===== src/rtl/fpadd_share_arbiter.sv =====
`default_nettype none
// ============================================================================
// fpadd_share_arbiter : round-robin sharing of one multi-cycle FP adder among
//                       NUM_REQ requesters, with a watchdog on the done pulse.
// Revision 1.0
// ============================================================================
module fpadd_share_arbiter #(
  parameter int NUM_REQ = 4,
  parameter int DATA_W  = 32,
  parameter int TIMEOUT = 64
) (
  input  logic                      clk,
  input  logic                      reset,
  input  logic                      clk_en,
  input  logic [NUM_REQ-1:0]        req_valid,
  input  logic [NUM_REQ*DATA_W-1:0] req_dataa,
  input  logic [NUM_REQ*DATA_W-1:0] req_datab,
  output logic [NUM_REQ-1:0]        resp_done,
  output logic [DATA_W-1:0]         resp_result,
  output logic                      resp_timeout,
  output logic                      busy,
  output logic                      fpu_start,
  output logic [DATA_W-1:0]         fpu_dataa,
  output logic [DATA_W-1:0]         fpu_datab,
  input  logic                      fpu_done,
  input  logic [DATA_W-1:0]         fpu_result
);

  localparam int GW = (NUM_REQ > 1) ? $clog2(NUM_REQ) : 1;
  localparam int CW = (TIMEOUT > 1) ? $clog2(TIMEOUT) : 1;

  localparam logic [GW-1:0]     c_last_init = GW'(NUM_REQ - 1);
  localparam logic [CW-1:0]     c_cnt_last  = CW'(TIMEOUT - 1);
  localparam logic [DATA_W-1:0] c_qnan      = DATA_W'(32'h7FC00000);

  typedef enum logic [1:0] {
    S_IDLE  = 2'd0,
    S_ISSUE = 2'd1,
    S_WAIT  = 2'd2,
    S_RESP  = 2'd3
  } state_t;

  state_t              r_state;
  state_t              w_state_nxt;
  logic [GW-1:0]       r_grant;
  logic [GW-1:0]       r_last;
  logic [CW-1:0]       r_cnt;
  logic                r_timeout;
  logic [DATA_W-1:0]   r_dataa;
  logic [DATA_W-1:0]   r_datab;
  logic [DATA_W-1:0]   r_result;

  logic [GW-1:0]       w_grant;
  logic [GW-1:0]       w_cand;
  logic                w_any_req;
  logic                w_cnt_expired;
  logic [DATA_W-1:0]   w_opa;
  logic [DATA_W-1:0]   w_opb;

  assign w_any_req     = |req_valid;
  assign w_cnt_expired = (r_cnt == c_cnt_last);

  // Scanning from the farthest candidate down to the nearest lets the nearest
  // valid requester after r_last overwrite the others.
  always_comb begin
    w_grant = r_last;
    w_cand  = '0;
    for (int k = NUM_REQ; k >= 1; k--) begin
      w_cand = GW'((int'(r_last) + k) % NUM_REQ);
      if (req_valid[w_cand]) begin
        w_grant = w_cand;
      end
    end
  end

  assign w_opa = req_dataa[int'(w_grant)*DATA_W +: DATA_W];
  assign w_opb = req_datab[int'(w_grant)*DATA_W +: DATA_W];

  always_ff @(posedge clk or posedge reset) begin
    if (reset) begin
      r_state <= S_IDLE;
    end else begin
      r_state <= w_state_nxt;
    end
  end

  always_comb begin
    w_state_nxt = r_state;
    if (clk_en) begin
      case (r_state)
        S_IDLE:  if (w_any_req) w_state_nxt = S_ISSUE;
        S_ISSUE: w_state_nxt = S_WAIT;
        S_WAIT:  if (fpu_done || w_cnt_expired) w_state_nxt = S_RESP;
        S_RESP:  w_state_nxt = S_IDLE;
        default: w_state_nxt = S_IDLE;
      endcase
    end
  end

  always_ff @(posedge clk or posedge reset) begin
    if (reset) begin
      r_grant   <= '0;
      r_last    <= c_last_init;
      r_cnt     <= '0;
      r_timeout <= 1'b0;
      r_dataa   <= '0;
      r_datab   <= '0;
      r_result  <= '0;
    end else if (clk_en) begin
      case (r_state)
        S_IDLE: begin
          if (w_any_req) begin
            r_grant <= w_grant;
            r_dataa <= w_opa;
            r_datab <= w_opb;
          end
        end
        S_ISSUE: begin
          r_cnt     <= '0;
          r_timeout <= 1'b0;
        end
        S_WAIT: begin
          // A done arriving on the expiry cycle still delivers the real sum.
          if (fpu_done) begin
            r_result  <= fpu_result;
            r_timeout <= 1'b0;
          end else if (w_cnt_expired) begin
            r_result  <= c_qnan;
            r_timeout <= 1'b1;
          end else begin
            r_cnt <= r_cnt + 1'b1;
          end
        end
        S_RESP: begin
          r_last <= r_grant;
        end
        default: begin
          r_cnt <= '0;
        end
      endcase
    end
  end

  always_comb begin
    resp_done = '0;
    if (clk_en && (r_state == S_RESP)) begin
      resp_done[r_grant] = 1'b1;
    end
  end

  assign resp_timeout = clk_en && (r_state == S_RESP) && r_timeout;
  assign resp_result  = r_result;
  assign busy         = (r_state != S_IDLE);
  assign fpu_start    = clk_en && (r_state == S_ISSUE);
  assign fpu_dataa    = r_dataa;
  assign fpu_datab    = r_datab;

endmodule
`default_nettype wire

===== config.mk =====
export PLATFORM = sky130hd
export DESIGN_NAME = fpadd_share_arbiter
export DESIGN_NICKNAME = d
export VERILOG_FILES = /design/src/rtl/fpadd_share_arbiter.sv
export SDC_FILE = /design/constraint.sdc
export NUM_CORES = 1
export LEC_CHECK = 0
export ABC_AREA = 1
export CAP_MARGIN = 5
export CORE_AREA = 2 2 153 155
export DETAILED_ROUTE_END_ITERATION = 10
export DIE_AREA = 0 0 155 157
export PLACE_DENSITY_LB_ADDON = 0.08
export SLEW_MARGIN = 40
export SYNTH_ARGS = -nofsm -noshare
export SYNTH_HDL_FRONTEND = slang
export SYNTH_SLANG_ARGS = --single-unit

===== constraint.sdc =====
create_clock -name clk -period 4.16 [get_ports clk]
set_input_delay 1.04 -clock clk [delete_from_list [all_inputs] [get_ports clk]]
set_output_delay 1.04 -clock clk [all_outputs]
set_load 0.01 [all_outputs]

==> reports/metrics.cfg, run 1 <==
[outcome]
outcome = finished, final reports clean

[sta]
finalHoldViolations = 0
drv_slew = 0
max_freq_mhz = 281
worstMarginPinSlew_ns = 0.777
slew_headroom_pct = 48.2
rsz0062_at_grt = no
period_minus_slack_ns = 3.56
timing.final.crit_share_pct = 85.5
finalClockSkew_ns = 0.00891
final.setup.tns_ns = 0
setup_viol = 0

[cts]
cts_buffer_depth = 2
clock_latency_ns = 0.36
cts_resized = 0
root_buffer = clkbuf_16
cts_tree = built
cts_sinks = 109
clkTransAtPathRegs_ns = 0.09
postCtsHoldBufs = 0
cts_setup_buffers = 0
cts_htree_levels = 3
cts_buffers = 9

[layout]
final_cells = 1911
multi_input_area_um2 = 3580
nNetsFinal = 1917
drive_gt1_share_pct = 3.15
final-seq-area_um2 = 2730
areaGrowthSynthToFinish_pct = 59.0
final_util_pct = 54.1
nFillCells = 2281

[die]
ioPinCount = 399
initial_utilization_pct = 34.0
placement_rows = 55
chipWidth_um = 155
die_h_um = 157
dieArea_um2 = 24300
core_area_um2 = 22500

[synthesis]
syn_area_um2 = 7650
synthMuxAreaShare_pct = 0
synth-compound-area-share_pct = 2.44
ys_types = 26
synth_seq_cells = 109
syn_inst = 1264
avgSynthCellArea_um2 = 6.05
synth_fa_ha_area_share_pct = 0.818
yosysWarnings = 0
synth_top_family_by_area = simple AND/OR/NAND/NOR gates
syn_nets = 1565
synth-simple-area-share_pct = 43.5
synth-xor-area-share_pct = 0
yosysSeqAreaShare_pct = 35.7

[setup_path]
cpPeakStageDelay_ns = 0.54
crit_type = in2out
crit_arrival_ns = 2.52
cp-end-kind = primary output
cp-start-kind = input pin
critical_path_buf_inv_count = 3
path_depth = 6
required_ns = 3.12
regToRegSetupSlack_ns = 1.54
crit_path_top_delay_cell = clkdlybuf4s50_1
path_delay_family = buffers and inverters
crit_chain = clkdlybuf4s50_1, nand2_1, inv_1, nand2_1, nor2_1, clkdlybuf4s50_1
crit_fanout = 6
worst-r2r-cell-count = 14

[grt]
grt_pass1_vias = 8370
grt_start_max_net_pins = 115
grt_pass1_wl_um = 44400
grt-ovfl-total = 0
grt_util_all_layers_pct = 23.1
antenna_found_initial = 2

[place]
portBuffers = 398
dp_hpwl_um = 20300
placedCellCount = 1890
gp_congestion = 0.864

[power_and_ir_drop]
swShare_pct = 49.2
power_leakage_uw = 0.00660
powerDensity_nw_per_um2 = 698
finalPower_uw = 8500
clkPwrFrac_pct = 10.8
max-vdd-ir-drop_mv = 0.790
combPwrFrac_pct = 68.0
seqPwrFrac_pct = 21.3
intPower_uw = 4320
p_switching_uw = 4180

[hold_path]
hold_class = reg2reg
hold_depth = 2

[drt]
drt_pass1_iterations = 5
wl_per_cell_um = 14.8
vias = 8739
drt_iter0_drc = 448
ant_nets = 0
vias_per_cell = 4.57
drc = 0
wl_um = 28300

[run]
maxCapViolCount = 0

[flip-flops by register name (all words and copies together) (netlist names)]
name,count
fpu_dataa,32
fpu_datab,32
resp_result,32
r_cnt,6
r_grant,2
r_last,2
r_state,2
r_timeout,1
[path summary, 6_finish.rpt]
path / endpoint / startpoint
setup / recovery: resp_done[2] / clk_en
hold / removal: resp_result[28] / resp_result[28]
setup reg to reg: fpu_datab[5] / r_last[0]
hold reg to reg: resp_result[28] / resp_result[28]
max in group asynchronous: fpu_datab[7] / reset
min in group asynchronous: resp_result[16] / reset
[synth_stat cells]
| master | instances | share of area, % |
|---|---|---|
| nand2_1 | 475 | 23 |
| nand3_1 | 269 | 18 |
| inv_1 | 262 | 13 |
| dfrtp_1 | 107 | 35 |
| clkbuf_1 | 36 | 1.8 |
| buf_2 | 33 | 2.2 |
| o21ai_0 | 18 | 1.2 |
| nor2_1 | 14 | 0.69 |
| o211ai_1 | 8 | 0.78 |
| or2_1 | 7 | 0.57 |
| ha_1 | 5 | 0.82 |
| a21oi_1 | 4 | 0.26 |
| nor3_1 | 4 | 0.26 |
| buf_4 | 3 | 0.29 |
| inv_2 | 3 | 0.15 |
| nand2_2 | 3 | 0.25 |
| buf_6 | 2 | 0.29 |
| dfstp_2 | 2 | 0.69 |
| nand2_4 | 2 | 0.29 |
| inv_4 | 1 | 0.082 |
| nand3_4 | 1 | 0.23 |
| nor2_2 | 1 | 0.082 |
| nor3_2 | 1 | 0.13 |
| o31ai_1 | 1 | 0.098 |
| o41ai_1 | 1 | 0.11 |
| or2_2 | 1 | 0.082 |
[power by group through the flow]
stage,clock network [uW],logic (uW),registers (uW)
2_1_floorplan,0,3520,1990
3_3_place_gp,0,5810,1810
3_5_place_dp,0,5850,1820
4_1_cts,942,5870,1810
5_1_grt,983,6540,1870
6_report,916,5770,1810
[cell type report]
class | count | area share (%)
Clock buffer | 9 | 1.85
Sequential cell | 109 | 22.4
Multi-Input combinational cell | 815 | 29.5
Inverter | 266 | 8.27
Antenna cell | 5 | 0.103
Timing Repair Buffer | 415 | 34.2
Clock inverter | 7 | 0.730
Tap cell | 285 | 2.93
[worst register-to-register path, stage by stage (launching register included)]
cell     delay, ns
dfstp_2       0.67
inv_4         0.09
nand2_1       0.07
nand2_1       0.07
nand2_1       0.10
nand2_1       0.07
inv_2         0.09
nand3_4       0.10
nand2_4       0.48
buf_4         0.41
nand2_1       0.09
nand3_1       0.07
nand2_1       0.06
nand2_1       0.05
nand2_1       0.07
[cells by family (layout without fill, tap and decap cells)]
| group | Yosys count | in the layout |
|---|---|---|
| flip-flops | 109 | 109 |
| buffers and inverters | 340 | 697 |
| AND/OR/NAND/NOR | 778 | 778 |
| AO/OA/AOI/OAI | 32 | 32 |
| other | 0 | 5 |
| adder cells (fa/ha/maj) | 5 | 5 |
[stage by stage]
step / cell area, um2 / setup WS, ns / hold slack [ns]
6_report: 12200 / 0.602 / 0.477
5_1_grt: 12200 / 0.448 / 0.504
4_1_cts: 12200 / 0.602 / 0.481
3_5_place_dp: 11800 / 0.608 / 0.458
3_3_place_gp: 11800 / 0.610 / 0.453
2_1_floorplan: 7650 / 0.249 / 0.453
[layout by cell type (no fill, tap or decap)]
| cell | instances |
|---|---|
| inv_8 | 2 |
| nand2_1 | 475 |
| a21oi_1 | 4 |
| dfstp_2 | 2 |
| nor2_2 | 2 |
| o31ai_1 | 1 |
| clkinv_4 | 1 |
| buf_4 | 13 |
| dfrtp_1 | 107 |
| diode_2 | 5 |
| clkinv_8 | 3 |
| clkdlybuf4s50_1 | 398 |
| o211ai_1 | 8 |
| inv_1 | 260 |
| o41ai_1 | 1 |
| or2_2 | 1 |
| buf_12 | 4 |
| inv_6 | 2 |
| inv_4 | 1 |
| nor3_1 | 4 |
| nand3_1 | 269 |
| nor3_4 | 1 |
| ha_1 | 5 |
| o21ai_0 | 18 |
| nor2_1 | 13 |
| nand3_4 | 1 |
| nand2_2 | 3 |
| inv_2 | 4 |
| or2_1 | 7 |
| nand2_4 | 2 |
| clkbuf_16 | 9 |
[metal layers]
layer	vias to the layer above	global-route usage [%]	share of wire, %	routed length, um
met5	-	0	0	0
met1	3893	27.8	41	11600
li1	4504	-	-	-
met2	295	39.0	49	13800
met4	0	10.2	3.2	907
met3	47	5.97	7.4	2090
Power figures use the tool's default switching activity.
==> inputs of run 2 (changes only) <==
--- a/config.mk
+++ b/config.mk
@@ -10,7 +10,8 @@
 export CORE_AREA = 2 2 153 155
 export DETAILED_ROUTE_END_ITERATION = 10
 export DIE_AREA = 0 0 155 157
-export PLACE_DENSITY_LB_ADDON = 0.08
+export PLACE_DENSITY_LB_ADDON = 0.25
+export RECOVER_POWER = 25
 export SLEW_MARGIN = 40
 export SYNTH_ARGS = -nofsm -noshare
 export SYNTH_HDL_FRONTEND = slang
==> reports/metrics.cfg, run 2 (same netlist as run 1, synthesis figures left out) <==
[die]
die_h_um = 157
placement_rows = 55
initial_utilization_pct = 34.0
chipWidth_um = 155
core_area_um2 = 22500
dieArea_um2 = 24300
ioPinCount = 399

[cts]
cts_buffers = 9
cts_htree_levels = 3
cts_setup_buffers = 0
cts_tree = built
cts_buffer_depth = 2
cts_resized = 0
clkTransAtPathRegs_ns = 0.10
cts_sinks = 109
clock_latency_ns = 0.37
root_buffer = clkbuf_16
postCtsHoldBufs = 0

[layout]
areaGrowthSynthToFinish_pct = 58.6
nFillCells = 2212
final-seq-area_um2 = 2730
drive_gt1_share_pct = 2.97
final_common_cell = nand2_1
nNetsFinal = 1914
final_cells = 1904
multi_input_area_um2 = 3580
layout_common_cells = nand2_1 (475), clkdlybuf4s50_1 (397), nand3_1 (269)

[drt]
vias_per_cell = 4.64
ant_nets = 0
drc = 0
wl_um = 28300
wl_per_cell_um = 14.9
vias = 8833
drt_pass1_iterations = 5
drt_iter0_drc = 411

[sta]
timing.final.crit_share_pct = 87.6
rsz0062_at_grt = no
finalHoldViolations = 0
final.setup.tns_ns = 0
worstMarginPinSlew_ns = 2.49
setup_viol = 0
slew_headroom_pct = -65.8
max_freq_mhz = 274
finalClockSkew_ns = 0.0191
period_minus_slack_ns = 3.65
drv_slew = 61
worst_hold_slack_ns = 0.477

[place]
gp_congestion = 0.839
dp_hpwl_um = 20600
placedCellCount = 1887
portBuffers = 398

[outcome]
outcome = finished with violations
violations = capacitance limit, slew limit

[setup_path]
cpPeakStageDelay_ns = 0.59
crit_fanout = 6
crit_path_top_delay_cell = dlygate4sd3_1
cp-end-kind = primary output
cp-start-kind = input pin
crit_type = in2out
crit_arrival_ns = 2.61
crit_chain = dlygate4sd3_1, nand2_1, inv_1, nand2_1, nor2_1, clkdlybuf4s50_1
cp_common_cell = nand2_1
required_ns = 3.12

[grt]
grt_pass1_vias = 8488
grt_most_used_layer = met2
grtUsageMet1_pct = 28.2
met2_usage_pct = 40.1
grt_start_max_net_pins = 115
antenna_found_initial = 1
grt_util_all_layers_pct = 23.3
grt-ovfl-total = 0
use_met3_pct = 6.03
grt_pass1_wl_um = 45000

[power_and_ir_drop]
power_leakage_uw = 0.00659
finalPower_uw = 8540
powerDensity_nw_per_um2 = 703
max-vdd-ir-drop_mv = 0.451

[run]
maxCapViolCount = 1

[hold_path]
hold_class = reg2reg

==> run 2: cell types whose count changed in the layout (fill, tap and decap cells not counted), sizes merged <==
cell           delta
buf               -3
clkdlybuf4s50     -1
diode             -4
dlygate4sd3       +1
==> run 2: cell type report <==
type / count / area share, %
diodes: 1 / 0.0206
clock buffers: 9 / 1.86
repair buffers: 412 / 34.2
multi-input cells: 815 / 29.5
clock inverters: 7 / 0.711
flip-flops and latches: 109 / 22.5
well taps: 285 / 2.94
inverters: 266 / 8.25
==> run 2: worst paths after layout <==
path / from / to / slack (ns) / depth (start not counted)
max reg2reg: r_last[0] / fpu_dataa[6] / 1.54 / 14
min in group asynchronous: reset / resp_result[19] / 1.83 / 2
max: clk_en / resp_done[3] / 0.51 / 6
min reg2reg: resp_result[27] / resp_result[27] / 0.48 / 2
min: resp_result[27] / resp_result[27] / 0.48 / 2
max in group asynchronous: reset / fpu_dataa[18] / 0.86 / 2
==> run 2: worst max-delay path, delay by kind of cell <==
family / cells / cell delay (ns)
buffers and inverters: 3 / 1.24
AND/OR/NAND/NOR: 3 / 0.33
==> run 2: layer usage <==
layer,vias up,part of all wire [%]
met4,0,3.5
met1,3969,41
met2,309,49
met3,52,7.3
met5,-,0
li1,4503,-
==> run 2: metrics by stage <==
step	cell area, um2	utilization, %	setup WS, ns
5_1_grt	12100	53.9	0.318
4_1_cts	12100	54.0	0.589
6_report	12100	53.9	0.514
2_1_floorplan	7650	-	0.249
3_3_place_gp	11800	52.6	0.620
3_5_place_dp	11800	52.6	0.594
==> run 2: power breakdown <==
group	internal [uW]	switching, uW	leakage, uW	total (uW)
logic	2330	3460	0.00506	5790
clock network	435	482	0.000151	917
registers	1530	294	0.00138	1830
